`config.mk`:
```
export PLATFORM = sky130hd
export DESIGN_NAME = median9_sort_sched
export DESIGN_NICKNAME = d
export VERILOG_FILES = /design/src/rtl/median9_sort_sched.sv
export SDC_FILE = /design/constraint.sdc
export NUM_CORES = 1
export LEC_CHECK = 0
export ABC_AREA = 1
export CAP_MARGIN = 5
export CORE_UTILIZATION = 35
export DETAILED_ROUTE_END_ITERATION = 6
export SETUP_SLACK_MARGIN = 0.4
export SYNTH_ARGS = -nofsm -noshare
export SYNTH_HDL_FRONTEND = slang
export SYNTH_SLANG_ARGS = --single-unit
```
`constraint.sdc`:
```
create_clock -name clk -period 1.89 [get_ports clk]
set_input_delay 0.378 -clock clk [delete_from_list [all_inputs] [get_ports clk]]
set_output_delay 0.378 -clock clk [all_outputs]
set_load 0.01 [all_outputs]
```
`src/rtl/median9_sort_sched.sv`:
```
// Median of a 3x3 window computed by sequencing one external registered 3-input sorter over seven passes.
// Latency: accept edge to first out_valid cycle is 8 + 3*SORT_LAT cycles.
// Backpressure: one window in flight; in_ready only in IDLE, out_median held while out_valid && !out_ready.
module median9_sort_sched #(
  parameter int SORT_LAT = 1,
  parameter int DW       = 8
) (
  input  logic            clk,
  input  logic            rst_n,
  input  logic            in_valid,
  output logic            in_ready,
  input  logic [9*DW-1:0] in_pix,
  output logic            out_valid,
  input  logic            out_ready,
  output logic [DW-1:0]   out_median,
  output logic            busy,
  output logic [DW-1:0]   srt_data1,
  output logic [DW-1:0]   srt_data2,
  output logic [DW-1:0]   srt_data3,
  input  logic [DW-1:0]   srt_max,
  input  logic [DW-1:0]   srt_mid,
  input  logic [DW-1:0]   srt_min
);

  // The tag pipeline and wait counter are only sized for sorter latencies 1..4.
  generate
    if (SORT_LAT < 1 || SORT_LAT > 4) begin : g_lat_chk
      $error("median9_sort_sched: SORT_LAT must be in the range 1..4");
    end
  endgenerate

  typedef enum logic [2:0] {
    S_IDLE,
    S_ROW,
    S_WAIT_ROW,
    S_COL,
    S_WAIT_COL,
    S_FIN,
    S_WAIT_FIN,
    S_OUT
  } state_t;

  // Pass identifiers carried alongside each issue so results land in the right scratch slot.
  localparam logic [2:0] ID_ROW0 = 3'd0;
  localparam logic [2:0] ID_ROW1 = 3'd1;
  localparam logic [2:0] ID_ROW2 = 3'd2;
  localparam logic [2:0] ID_A    = 3'd3;
  localparam logic [2:0] ID_B    = 3'd4;
  localparam logic [2:0] ID_C    = 3'd5;
  localparam logic [2:0] ID_FIN  = 3'd6;

  // Each wait state lasts SORT_LAT cycles; the counter runs SORT_LAT-1 down to 0.
  localparam logic [1:0] WAIT_INIT = 2'(SORT_LAT - 1);

  state_t      state, state_nxt;
  logic [1:0]  idx, idx_nxt;
  logic [1:0]  wait_cnt, wait_nxt;
  logic        rdy_en;

  logic        iss_vld;
  logic [2:0]  iss_id;
  logic        win_load;
  logic        out_load;

  // Pixels p3..p8; row 0 is issued straight from in_pix on the accept edge.
  logic [DW-1:0] win_q [0:5];

  // Scratch bank: per-row sort results and the three column extremes.
  logic [DW-1:0] rmax_q [0:2];
  logic [DW-1:0] rmid_q [0:2];
  logic [DW-1:0] rmin_q [0:2];
  logic [DW-1:0] a_q, b_q, c_q;

  // Scratch values including any result being sampled this cycle.
  logic [DW-1:0] rmax_e [0:2];
  logic [DW-1:0] rmid_e [0:2];
  logic [DW-1:0] rmin_e [0:2];
  logic [DW-1:0] a_e, b_e, c_e;

  logic [DW-1:0] op1, op2, op3;

  // Stage 0 matches the cycle the operands are on srt_data; stage SORT_LAT matches the result cycle.
  logic          tag_vld [0:SORT_LAT];
  logic [2:0]    tag_id  [0:SORT_LAT];
  logic          res_vld;
  logic [2:0]    res_id;

  assign res_vld = tag_vld[SORT_LAT];
  assign res_id  = tag_id[SORT_LAT];

  // State, pass index, wait counter and the post-reset ready enable.
  always_ff @(posedge clk or negedge rst_n) begin
    if (!rst_n) begin
      state    <= S_IDLE;
      idx      <= 2'd0;
      wait_cnt <= 2'd0;
      rdy_en   <= 1'b0;
    end else begin
      state    <= state_nxt;
      idx      <= idx_nxt;
      wait_cnt <= wait_nxt;
      rdy_en   <= 1'b1;
    end
  end

  // Pass sequencing: decides which pass issues on the coming edge and when to move on.
  always_comb begin
    state_nxt = state;
    idx_nxt   = idx;
    wait_nxt  = wait_cnt;
    iss_vld   = 1'b0;
    iss_id    = ID_ROW0;
    win_load  = 1'b0;
    out_load  = 1'b0;
    in_ready  = (state == S_IDLE) && rdy_en;
    busy      = (state != S_IDLE);
    out_valid = (state == S_OUT);
    case (state)
      S_IDLE: begin
        if (in_valid && in_ready) begin
          win_load  = 1'b1;
          iss_vld   = 1'b1;
          iss_id    = ID_ROW0;
          idx_nxt   = 2'd1;
          state_nxt = S_ROW;
        end
      end
      S_ROW: begin
        if (idx == 2'd3) begin
          wait_nxt  = WAIT_INIT;
          state_nxt = S_WAIT_ROW;
        end else begin
          iss_vld = 1'b1;
          iss_id  = {1'b0, idx};
          idx_nxt = idx + 2'd1;
        end
      end
      S_WAIT_ROW: begin
        if (wait_cnt == 2'd0) begin
          iss_vld   = 1'b1;
          iss_id    = ID_A;
          idx_nxt   = 2'd1;
          state_nxt = S_COL;
        end else begin
          wait_nxt = wait_cnt - 2'd1;
        end
      end
      S_COL: begin
        if (idx == 2'd3) begin
          wait_nxt  = WAIT_INIT;
          state_nxt = S_WAIT_COL;
        end else begin
          iss_vld = 1'b1;
          iss_id  = (idx == 2'd1) ? ID_B : ID_C;
          idx_nxt = idx + 2'd1;
        end
      end
      S_WAIT_COL: begin
        if (wait_cnt == 2'd0) begin
          iss_vld   = 1'b1;
          iss_id    = ID_FIN;
          state_nxt = S_FIN;
        end else begin
          wait_nxt = wait_cnt - 2'd1;
        end
      end
      S_FIN: begin
        wait_nxt  = WAIT_INIT;
        state_nxt = S_WAIT_FIN;
      end
      S_WAIT_FIN: begin
        if (wait_cnt == 2'd0) begin
          out_load  = 1'b1;
          state_nxt = S_OUT;
        end else begin
          wait_nxt = wait_cnt - 2'd1;
        end
      end
      S_OUT: begin
        if (out_ready) begin
          state_nxt = S_IDLE;
        end
      end
      default: begin
        state_nxt = S_IDLE;
      end
    endcase
  end

  // Forward a result sampled this cycle so the dependent pass can issue on the same edge.
  always_comb begin
    for (int r = 0; r < 3; r++) begin
      rmax_e[r] = rmax_q[r];
      rmid_e[r] = rmid_q[r];
      rmin_e[r] = rmin_q[r];
      if (res_vld && res_id == 3'(r)) begin
        rmax_e[r] = srt_max;
        rmid_e[r] = srt_mid;
        rmin_e[r] = srt_min;
      end
    end
    a_e = a_q;
    b_e = b_q;
    c_e = c_q;
    if (res_vld && res_id == ID_A) a_e = srt_max;
    if (res_vld && res_id == ID_B) b_e = srt_mid;
    if (res_vld && res_id == ID_C) c_e = srt_min;
  end

  // Operand select for the pass issuing on the coming edge.
  always_comb begin
    op1 = '0;
    op2 = '0;
    op3 = '0;
    case (iss_id)
      ID_ROW0: begin
        op1 = in_pix[0*DW +: DW];
        op2 = in_pix[1*DW +: DW];
        op3 = in_pix[2*DW +: DW];
      end
      ID_ROW1: begin
        op1 = win_q[0];
        op2 = win_q[1];
        op3 = win_q[2];
      end
      ID_ROW2: begin
        op1 = win_q[3];
        op2 = win_q[4];
        op3 = win_q[5];
      end
      ID_A: begin
        op1 = rmin_e[0];
        op2 = rmin_e[1];
        op3 = rmin_e[2];
      end
      ID_B: begin
        op1 = rmid_e[0];
        op2 = rmid_e[1];
        op3 = rmid_e[2];
      end
      ID_C: begin
        op1 = rmax_e[0];
        op2 = rmax_e[1];
        op3 = rmax_e[2];
      end
      ID_FIN: begin
        op1 = a_e;
        op2 = b_e;
        op3 = c_e;
      end
      default: begin
        op1 = '0;
        op2 = '0;
        op3 = '0;
      end
    endcase
  end

  // Registered sorter operands; zero in every cycle that carries no pass.
  always_ff @(posedge clk or negedge rst_n) begin
    if (!rst_n) begin
      srt_data1 <= '0;
      srt_data2 <= '0;
      srt_data3 <= '0;
    end else if (iss_vld) begin
      srt_data1 <= op1;
      srt_data2 <= op2;
      srt_data3 <= op3;
    end else begin
      srt_data1 <= '0;
      srt_data2 <= '0;
      srt_data3 <= '0;
    end
  end

  // Tag pipeline tracking which pass each sorter result belongs to.
  always_ff @(posedge clk or negedge rst_n) begin
    if (!rst_n) begin
      for (int k = 0; k <= SORT_LAT; k++) begin
        tag_vld[k] <= 1'b0;
        tag_id[k]  <= 3'd0;
      end
    end else begin
      tag_vld[0] <= iss_vld;
      tag_id[0]  <= iss_id;
      for (int k = 1; k <= SORT_LAT; k++) begin
        tag_vld[k] <= tag_vld[k-1];
        tag_id[k]  <= tag_id[k-1];
      end
    end
  end

  // Window capture of rows 1 and 2 on the accept edge.
  always_ff @(posedge clk or negedge rst_n) begin
    if (!rst_n) begin
      for (int i = 0; i < 6; i++) begin
        win_q[i] <= '0;
      end
    end else if (win_load) begin
      for (int i = 0; i < 6; i++) begin
        win_q[i] <= in_pix[(i+3)*DW +: DW];
      end
    end
  end

  // Scratch bank update; the forwarded view already folds in this cycle's result.
  always_ff @(posedge clk or negedge rst_n) begin
    if (!rst_n) begin
      for (int r = 0; r < 3; r++) begin
        rmax_q[r] <= '0;
        rmid_q[r] <= '0;
        rmin_q[r] <= '0;
      end
      a_q <= '0;
      b_q <= '0;
      c_q <= '0;
    end else begin
      for (int r = 0; r < 3; r++) begin
        rmax_q[r] <= rmax_e[r];
        rmid_q[r] <= rmid_e[r];
        rmin_q[r] <= rmin_e[r];
      end
      a_q <= a_e;
      b_q <= b_e;
      c_q <= c_e;
    end
  end

  // Final median capture; held until the sink takes it.
  always_ff @(posedge clk or negedge rst_n) begin
    if (!rst_n) begin
      out_median <= '0;
    end else if (out_load) begin
      out_median <= srt_mid;
    end
  end

endmodule

```
==> After elaboration in Yosys (flattened, before gate mapping) <==
Cells that the tools add are included.
{ "op_classes": {"n_eq_ne": 30, "n_mul": 0, "magnitude_cmp": 0, "n_addsub": 2, "div": 0, "mux": 45, "bitwise": 0, "n_reduce_logical": 21, "shifts": 0} }
{ "op_table": {"columns": ["cell", "count"], "rows": [
  ["$pmux W8 S7", 3],
  ["$mux W8", 15],
  ["$eq A3 B3 Y1 const B", 9],
  ["$mux W3", 9],
  ["$pmux W3 S8", 1],
  ["$eq A3 B2 Y1 const B", 6],
  ["$mux W2", 7],
  ["$ne A2 B2 Y1 const B", 7],
  ["$pmux W2 S3", 2],
  ["$pmux W3 S4", 1],
  ["$eq A3 B1 Y1 const B", 3],
  ["$logic_not A3 Y1", 3],
  ["$reduce_bool A3 Y1", 3],
  ["$logic_and A1 B1 Y1", 8],
  ["$reduce_and A7 Y1", 1],
  ["$mux W1", 6],
  ["$ne A2 B1 Y1 const B", 3],
  ["$reduce_and A4 Y1", 1],
  ["$reduce_or A2 Y1", 2],
  ["$pmux W1 S3", 1],
  ["$reduce_and A3 Y1", 1],
  ["$reduce_or A3 Y1", 1],
  ["$add A2 B1 Y2 const B", 1],
  ["$eq A2 B1 Y1 const B", 1],
  ["3 further kinds", 3]
]} }
{ "totals": {"regBits": 192, "n_memories": 0, "input_bits": 100, "mem_bits_ro": 0, "elab_cells": 128, "ram_bits": 0, "latch_bits": 0, "out_inout_bits": 35} }

==> Longest topological paths before layout <==
Gate-level depths: netlist of the first run.
{ "depth": {"word_depth": 7, "ltp_mapped": 12, "depth_no_buf": 11} }

==> Worst setup path after synthesis of the first run <==
Ideal clock, no wire load.
{ "synth_timing": {"kind": "reg2reg", "start": "register state[0]", "end": "register win_q[25] (netlist name)", "stages_incl_launch_ff": 9, "path_buffers": 2, "arrival_ps": 1672, "required_ps": 1765, "synth_period_minus_slack_ps": 1797, "slack_ps": 93, "setup_ps": 125, "path_cell_list": "dfrtp_1 -> inv_1 -> ha_1 -> nand2_2 -> nor2_2 -> nand2_1 -> buf_4 -> buf_6 -> mux2_2"} }
{ "synth_via": {"elab_chain_len": 5} }
{ "synth_lines": {"columns": ["item", "line_no", "source"], "rows": [
  ["start: declaration", "55", "state_t state, state_nxt;"],
  ["start signal: assignment", "99", "state <= state_nxt;"],
  ["$logic_not A3 Y1", "115", "in_ready = (state == S_IDLE) && rdy_en;"],
  ["$logic_and A1 B1 Y1", "115", null],
  ["via in_ready", "11", "output logic in_ready,"],
  ["$logic_and A1 B1 Y1", "120", "if (in_valid && in_ready) begin"],
  ["$mux W1", "120", null],
  ["$mux W1", "118", "case (state)"],
  ["end signal: indexed assignment", "301", "win_q[i] <= in_pix[(i+3)*DW +: DW];"],
  ["end: declaration", "66", "logic [DW-1:0] win_q [0:5];"]
]} }
The timed path passes the listed nets, and every way through them passes these cells.
A chain may end at the register's enable or synchronous reset.

==> Worst setup path in the final report of the first run <==
{ "layout_timing": {"start": "register state[1]", "end": "register srt_data2[6]"} }
{ "layout_via": {"elab_chain_len": 6, "elab_cells_between_ends": 21, "classes_between": "eq/ne (10); mux (5); reduce/logical (6)"} }
{ "layout_lines": {"columns": ["item", "line_no", "source"], "rows": [
  ["branches (longest 5 deep; another with $pmux W8 S7)", null, null],
  ["$mux W8 (*)", "265", "end else if (iss_vld) begin"],
  ["end signal: assignment", "267", "srt_data2 <= op2;"],
  ["end: declaration", "18", "output logic [DW-1:0] srt_data2,"]
]} }
Mark *: on every way between the ends.

==> results.md, run 1 <==
* Async SR Flop Fraction at 100.0%
* Clk_lat worst skew at 440 ps
* Drt drc at 0
* Critical path type: flip-flop to flip-flop
* Failing checks: negative setup slack
* GPL Wtd Cong at 0.8896
* Top Ports at 135
* Clk buf depth at 2
* Starting Density at 35.56%
* Most common cell in the netlist: nand2_1
* Initial antenna violation count at 0
* Antenna Cells at 0
* GR Overflow Total at 0
* Pins Over Slew Limit at 0
* Dominant synthesized flop cell: dfrtp_1
* Avg Cell Area, Syn at 8.818 um^2
* Final Instance Area at 0.01394 mm^2
* First-pass GRT wire length at 47,140 um
* CTS tree: done
* Post-synth top area cell: dfrtp_1
* CP required at 2220 ps
* Ratio of cells with drive above 1 in the final layout at 32.38%
* Syn Nets at 1,154
* Period Utilization, post-route at 107.7%
* Final wirelength at 32,090 um
* PwrDens at 2003 mW/mm^2
* Avg Vias per Cell at 5.217
* Crit end category: flip-flop
* Placed instance area at 0.01161 mm^2
* Max-cap violation count at 0
* Core Util, Final at 53.79%
* Yosys warnings at 0
* Setup crit start kind: flip-flop
* Top post-synthesis cells by area: dfrtp_1 (52%), nand2_1 (11%), nand4_1 (7.3%)
* Total track usage at 23.34%
* Post-synth cell types at 31
* Leakage at 6.668 nW
* H-Tree Depth at 4
* Min Clock Period, post-route at 2035 ps
* Antenna-violating nets left at 0
* Hold Crit Class: flip-flop to flip-flop
* Setup Skew at 10.01 ps
* DR pass1 iterations at 5
* Area growth syn-to-layout at 51.24%
* Die Area at 0.02698 mm^2
* Register clock-pin slew on the reported worst setup and hold paths at 70 ps
* Gate Count Post-Synth at 1,045
* Number of synthesized flops with an enable pin at 0
* Largest net degree at the start of global routing at 51
* Multi-input logic area at 0.004561 mm^2
* Post-detailed-route wirelength per cell at 19.63 um
* Fin nets at 1,396
* Sequential cell area fraction in the yosys report at 52.14%
* Die height at 164.3 um
* Dpl hpwl at 20,940 um
* DRT iter0 DRCs at 864
* Post-synth top area share at 52.14%
* Register Area at 0.004808 mm^2
* Vias in the first global route at 8,339
* Cell row count at 59
* DIE WIDTH at 164.3 um
* CTS root buf: clkbuf_16
* Pwr Total at 0.02792 W
* Critical path's largest stage delay at 430 ps
* Most frequent cells after synthesis: nand2_1 (274), dfrtp_1 (192), nand4_1 (108), nand3_1 (85), nor2_1 (85)
* #FFs+latches synth at 192
* Fmax at 0.4914 GHz
* Max rail drop VDD at 0.9433 mV
* Final setup fails at 67
* Clock sink total at 192
* Fillers at 2,241
* Post-synthesis cell area at 0.009215 mm^2
* Final hold violations at 0
* Worst Path Max Fanout at 5
* Unrepaired setup endpoints after global routing: yes
* Placeable Area at 0.02591 mm^2
* Slowest stage cell, crit path: dfrtp_1
* CTS Buf Count at 17
* Detailed-route via count at 8,529
* Cell Chain, Critical Path: buf_6 -> ha_4 -> nand3_4 -> nand3_4 -> buf_4 -> bufbuf_16 -> nand4_1 -> nand2_1 -> nor2_2 -> buf_4 -> a21oi_2
* Final setup margin at -145.0 ps
* Status: finished, violations left
* Critical path data arrival time at 2360 ps
* Port Buffers at 134
[per-stage QoR]
| stage | setup WS, ps | hold WS [ps] | setup TNS (ps) | std cells |
|---|---|---|---|---|
| 2_1_floorplan | 223.4 | 82.41 | 0 | 1045 |
| 3_3_place_gp | -157.4 | 332.8 | -1327 | 1545 |
| 3_5_place_dp | -179.8 | 334.7 | -2610 | 1545 |
| 4_1_cts | -75.49 | 350.3 | -1684 | 1614 |
| 5_1_grt | -219.7 | 355.7 | -9611 | 1635 |
| 6_report | -145.0 | 350.2 | -5508 | 1635 |
[cell usage in the layout (no fill, tap or decap), types with 7 or more instances in the layout]
master           instances
buf_8                    8
dfrtp_1                189
nand2_1                240
o21ai_0                 11
nand3_4                 13
nor2_1                  47
a21oi_1                 12
clkdlybuf4s50_1         98
nand2_4                  7
nand2_2                 29
clkdlybuf4s15_1         22
inv_2                   10
nand3_2                 18
buf_4                   73
o21ai_1                 24
inv_1                   55
nor2_4                  19
mux2_4                  13
mux2_2                  35
nor2_2                  28
a21oi_2                 15
buf_12                  25
o21ai_2                 15
clkbuf_16               22
nand3_1                 59
buf_16                   8
buf_6                   37
nand4_1                108
inv_6                    7
[critical path, delay by kind of cell (launching register included)]
| family | cells | cell delay [ps] |
|---|---|---|
| AO/OA/AOI/OAI | 1 | 40 |
| adder cells (fa/ha/maj) | 1 | 160 |
| flip-flops | 1 | 430 |
| buffers and inverters | 4 | 700 |
| AND/OR/NAND/NOR | 5 | 580 |
[kinds of logic after synthesis]
logic type / Yosys count / share of synthesized area (%)
DFF: 192 / 52.14
and+or+nand+nor: 573 / 28.72
buffers and inverters: 137 / 6.952
muxes: 48 / 5.866
other: 1 / 0.04069
AOI/OAI and AO/OA: 85 / 5.065
adders and majority gates: 9 / 1.222
[repair_timing]
action                                  in CTS  in global routing
endpoints found under the setup margin     118                133
cloned                                      10                  8
setup buffers                               26                 13
gates resized for setup                    196                173
hold buffers                                 1                  0
hold endpoints to repair                    34                  0
pin swaps                                   39                 40
[where the power goes]
part | total, W | leakage, nW | switching (W) | internal, W
sequential | 0.00688 | 2.36 | 0.000826 | 0.00605
combinational | 0.0174 | 4.03 | 0.00958 | 0.00779
clock | 0.00367 | 0.281 | 0.00169 | 0.00198
total | 0.0279 | 6.67 | 0.0121 | 0.0158
[path summary, 6_finish.rpt]
check / depth (start not counted) / start / end / slack (ps)
setup / recovery: 11 / state[1] / srt_data2[6] / -150
hold / removal: 0 / tag_id[5] / res_id[2] / 350
setup reg to reg: 11 / state[1] / srt_data2[6] / -150
hold reg to reg: 0 / tag_id[5] / res_id[2] / 350
max in group asynchronous: 3 / rst_n / res_vld / 830
min in group asynchronous: 2 / rst_n / srt_data1[4] / 420
[metal layers]
layer / global-route usage (%) / wire, um
met2: 38.36 / 15730
met1: 29.71 / 13170
met5: 0 / 0
met3: 4.545 / 2013
met4: 10.35 / 1181
[flip-flops by register name, summed over array words and instances (netlist names)]
register / flops
wait_cnt: 2
srt_data1: 8
rdy_en: 1
b_q: 8
out_median: 8
idx: 2
a_q: 8
tag_vld: 1
srt_data2: 8
rmid_q: 24
c_q: 8
win_q: 48
res_id: 3
tag_id: 3
rmax_q: 24
state: 3
res_vld: 1
srt_data3: 8
rmin_q: 24
[area by class of cell]
| cell class | instances | share of cell area [%] |
|---|---|---|
| sequential | 192 | 34.50 |
| multi-input combinational | 716 | 32.72 |
| timing repair buffer | 290 | 23.52 |
| clock buffer | 19 | 3.106 |
| tap | 335 | 3.007 |
| inverter | 70 | 2.047 |
| clock inverter | 13 | 1.095 |
Note: power is estimated with default switching activity, not from simulation.
==> run 2, diff against run 1 <==
--- a/config.mk
+++ b/config.mk
@@ -9,6 +9,7 @@
 export CAP_MARGIN = 5
 export CORE_UTILIZATION = 35
 export DETAILED_ROUTE_END_ITERATION = 6
+export HOLD_SLACK_MARGIN = 0.06
 export SETUP_SLACK_MARGIN = 0.4
 export SYNTH_ARGS = -nofsm -noshare
 export SYNTH_HDL_FRONTEND = slang
==> constraint.sdc (replaced) <==
create_clock -name clk -period 1.89 [get_ports clk]
set_input_delay 0.189 -clock clk [delete_from_list [all_inputs] [get_ports clk]]
set_output_delay 0.189 -clock clk [all_outputs]
set_load 0.01 [all_outputs]
==> run 2 against run 1 <==
The run still ends with negative setup slack left. Global-route usage rose by 0.080 points. Sequential cell count did not move. Sequential power barely moved. Worst hold slack got worse by 67 ps. Via count fell by 1.0%. Wire length fell by 2.8%. Clock power rose by 8.4%. Critical path depth rose by 1. Utilization fell by 1.1 points. Clock-buffer cell count did not move. Die area did not move. Worst setup slack improved by 29 ps. Largest cell class unchanged. Highest routed layer unchanged.
==> results.md, run 2 (synthesized netlist as in run 1, its figures left out) <==
* Final wirelength at 31,200 um
* Setup crit start kind: flip-flop
* Leakage at 6.713 nW
* Port Buffers at 134
* Crit path from: state[0]
* Final setup margin at -115.6 ps
* Worst Path Max Fanout at 6
* Avg Vias per Cell at 5.187
* Top Ports at 135
* Dpl cells at 1,547
* GPL Wtd Cong at 0.9079
* R2R cell count at 12
* First-pass GRT wire length at 47,040 um
* H-Tree Depth at 4
* Post-detailed-route wirelength per cell at 19.18 um
* Register Area at 0.004811 mm^2
* Most frequent cells in the layout: nand2_1 (253), dfrtp_1 (187), nand4_1 (108)
* Relative slew margins at 64.08%
* Clk_lat worst skew at 450 ps
* Ratio of cells with drive above 1 in the final layout at 28.10%
* Final hold violations at 0
* Cell row count at 59
* Total track usage at 23.42%
* Switching share of power at 42.59%
* Core Util, Final at 52.66%
* Setup_tns at -1870 ps
* DIE WIDTH at 164.3 um
* Max FFs per register at 48
* CP bufs+invs at 4
* Cell Chain, Critical Path: buf_6 -> ha_4 -> nand3_4 -> nand2_4 -> nor2_4 -> buf_8 -> buf_6 -> nand4_1 -> nand2_1 -> nor2_1 -> buf_4 -> a21oi_2
* Starting Density at 35.56%
* Measured slew at the worst slew-check pin at 538.8 ps
* GR Overflow Total at 0
* Worst path depth at 12
* Critical R2R Capture: srt_data1[0]
* Most flop-heavy register: win_q
* PwrDens at 1983 mW/mm^2
* Failing checks: negative setup slack
* Multi-input logic area at 0.004393 mm^2
* CTS root buf: clkbuf_16
* Register clock-pin slew on the reported worst setup and hold paths at 80 ps
* Placed instance area at 0.01166 mm^2
* Clk pwr share at 14.7%
* DRT iter0 DRCs at 702
* DR pass1 iterations at 7
* Drt drc at 0
* Setup Skew at 14.59 ps
* Seq pwr share at 25.4%
* Detailed-route via count at 8,440
* Pwr Total at 0.02706 W
* Combinational power share at 59.9%
* Max rail drop VDD at 0.8451 mV
* Final setup fails at 28
* Area growth syn-to-layout at 48.06%
* Largest net degree at the start of global routing at 60
* Reg2reg setup slack at -120 ps
* Clock sink total at 192
* Min Clock Period, post-route at 2006 ps
* Initial antenna violation count at 0
* Pint at 0.01553 W
* Max-cap violation count at 0
* Antenna-violating nets left at 0
* Die Area at 0.02698 mm^2
* GR peak layer: met2
* Psw at 0.01152 W
* Status: finished, violations left
* CTS Buf Count at 17
* Critical path data arrival time at 2380 ps
* CP endpoint: srt_data1[0]
* Grt met2 use at 38.15%
* CP required at 2260 ps
* Antenna Cells at 0
* Unrepaired setup endpoints after global routing: yes
* Met3 usage at 4.318%
* CTS tree: done
* Dpl hpwl at 20,880 um
* Vias in the first global route at 8,303
* CP delay by family, top: simple AND/OR/NAND/NOR gates
* Crit path top cell by count: buf_6
* FF-to-FF Start: state[0]
* Fillers at 2,306
* Crit end category: flip-flop
* Pins Over Slew Limit at 0
* Placeable Area at 0.02591 mm^2
* Fin nets at 1,388
* Commonest non-fill, non-tap cell in the layout: nand2_1
* Final Instance Area at 0.01364 mm^2
* Slowest stage cell, crit path: dfrtp_2
* Critical path's largest stage delay at 450 ps
* Hold Crit Class: primary input to asynchronous set/reset pin
* Clk buf depth at 2
* Fmax at 0.4986 GHz
* Met1 Use GR at 30.15%
* Die height at 164.3 um
* Post-Layout Cell Count at 1,627
* Period Utilization, post-route at 106.1%
* Critical path type: flip-flop to flip-flop
[run 2: repair_timing]
action                                 4_1_cts  5_1_grt
setup endpoints to repair                  122      102
gates cloned                                10        3
hold buffers                                 1        0
pin swaps                                   38       44
resized for setup                          164       91
buffers inserted                            21       13
endpoints found under the hold margin       53        0
[run 2: power by group through the flow]
stage	sequential, W	combinational, W	clock [W]
floorplan	0.00675	0.00709	0
global placement	0.00685	0.0123	0
detailed placement	0.00690	0.0124	0
CTS	0.00687	0.0143	0.00401
global route	0.00708	0.0173	0.00415
finish	0.00688	0.0162	0.00398
[run 2: worst min path at each step]
stage                    to  slack, ps  cells past startpoint
2_1_floorplan        a_q[0]       -110                      0
5_1_grt        srt_data1[3]        340                      2
3_3_place_gp   srt_data1[1]        210                      1
3_5_place_dp   srt_data1[1]        210                      1
6_report       srt_data1[3]        280                      2
4_1_cts        srt_data1[1]        300                      2
[run 2: routing by layer]
metal | wire length (um) | vias up | part of all wire [%]
li1 | - | 3977 | -
met1 | 13250 | 4052 | 42
met2 | 14810 | 334 | 47
met3 | 1704 | 77 | 5.5
met4 | 1445 | 0 | 4.6
met5 | 0 | - | 0
[run 2: worst reg2reg max path, delay by kind of cell (launching register included)]
family                     cells  cell delay [ps]
DFF                            1              450
AOI/OAI and AO/OA              1              100
and+or+nand+nor                6              630
adders and majority gates      1              180
buffers and inverters          4              570
[run 2: cell type report]
class	instances	area share [%]
sequential	192	35.26
multi-input combinational	716	32.20
tap	335	3.072
clock inverter	13	1.440
timing repair inverter	1	0.02751
inverter	70	2.036
timing repair buffer	281	22.72
clock buffer	19	3.246
[run 2: metrics by stage]
| stage | setup WS, ps | hold WS, ps |
|---|---|---|
| 6_report | -115.6 | 283.3 |
| 4_1_cts | -26.46 | 300.9 |
| 3_3_place_gp | -178.0 | 205.3 |
| 3_5_place_dp | -217.0 | 206.9 |
| 5_1_grt | -206.2 | 337.6 |
| 2_1_floorplan | 223.4 | -106.6 |
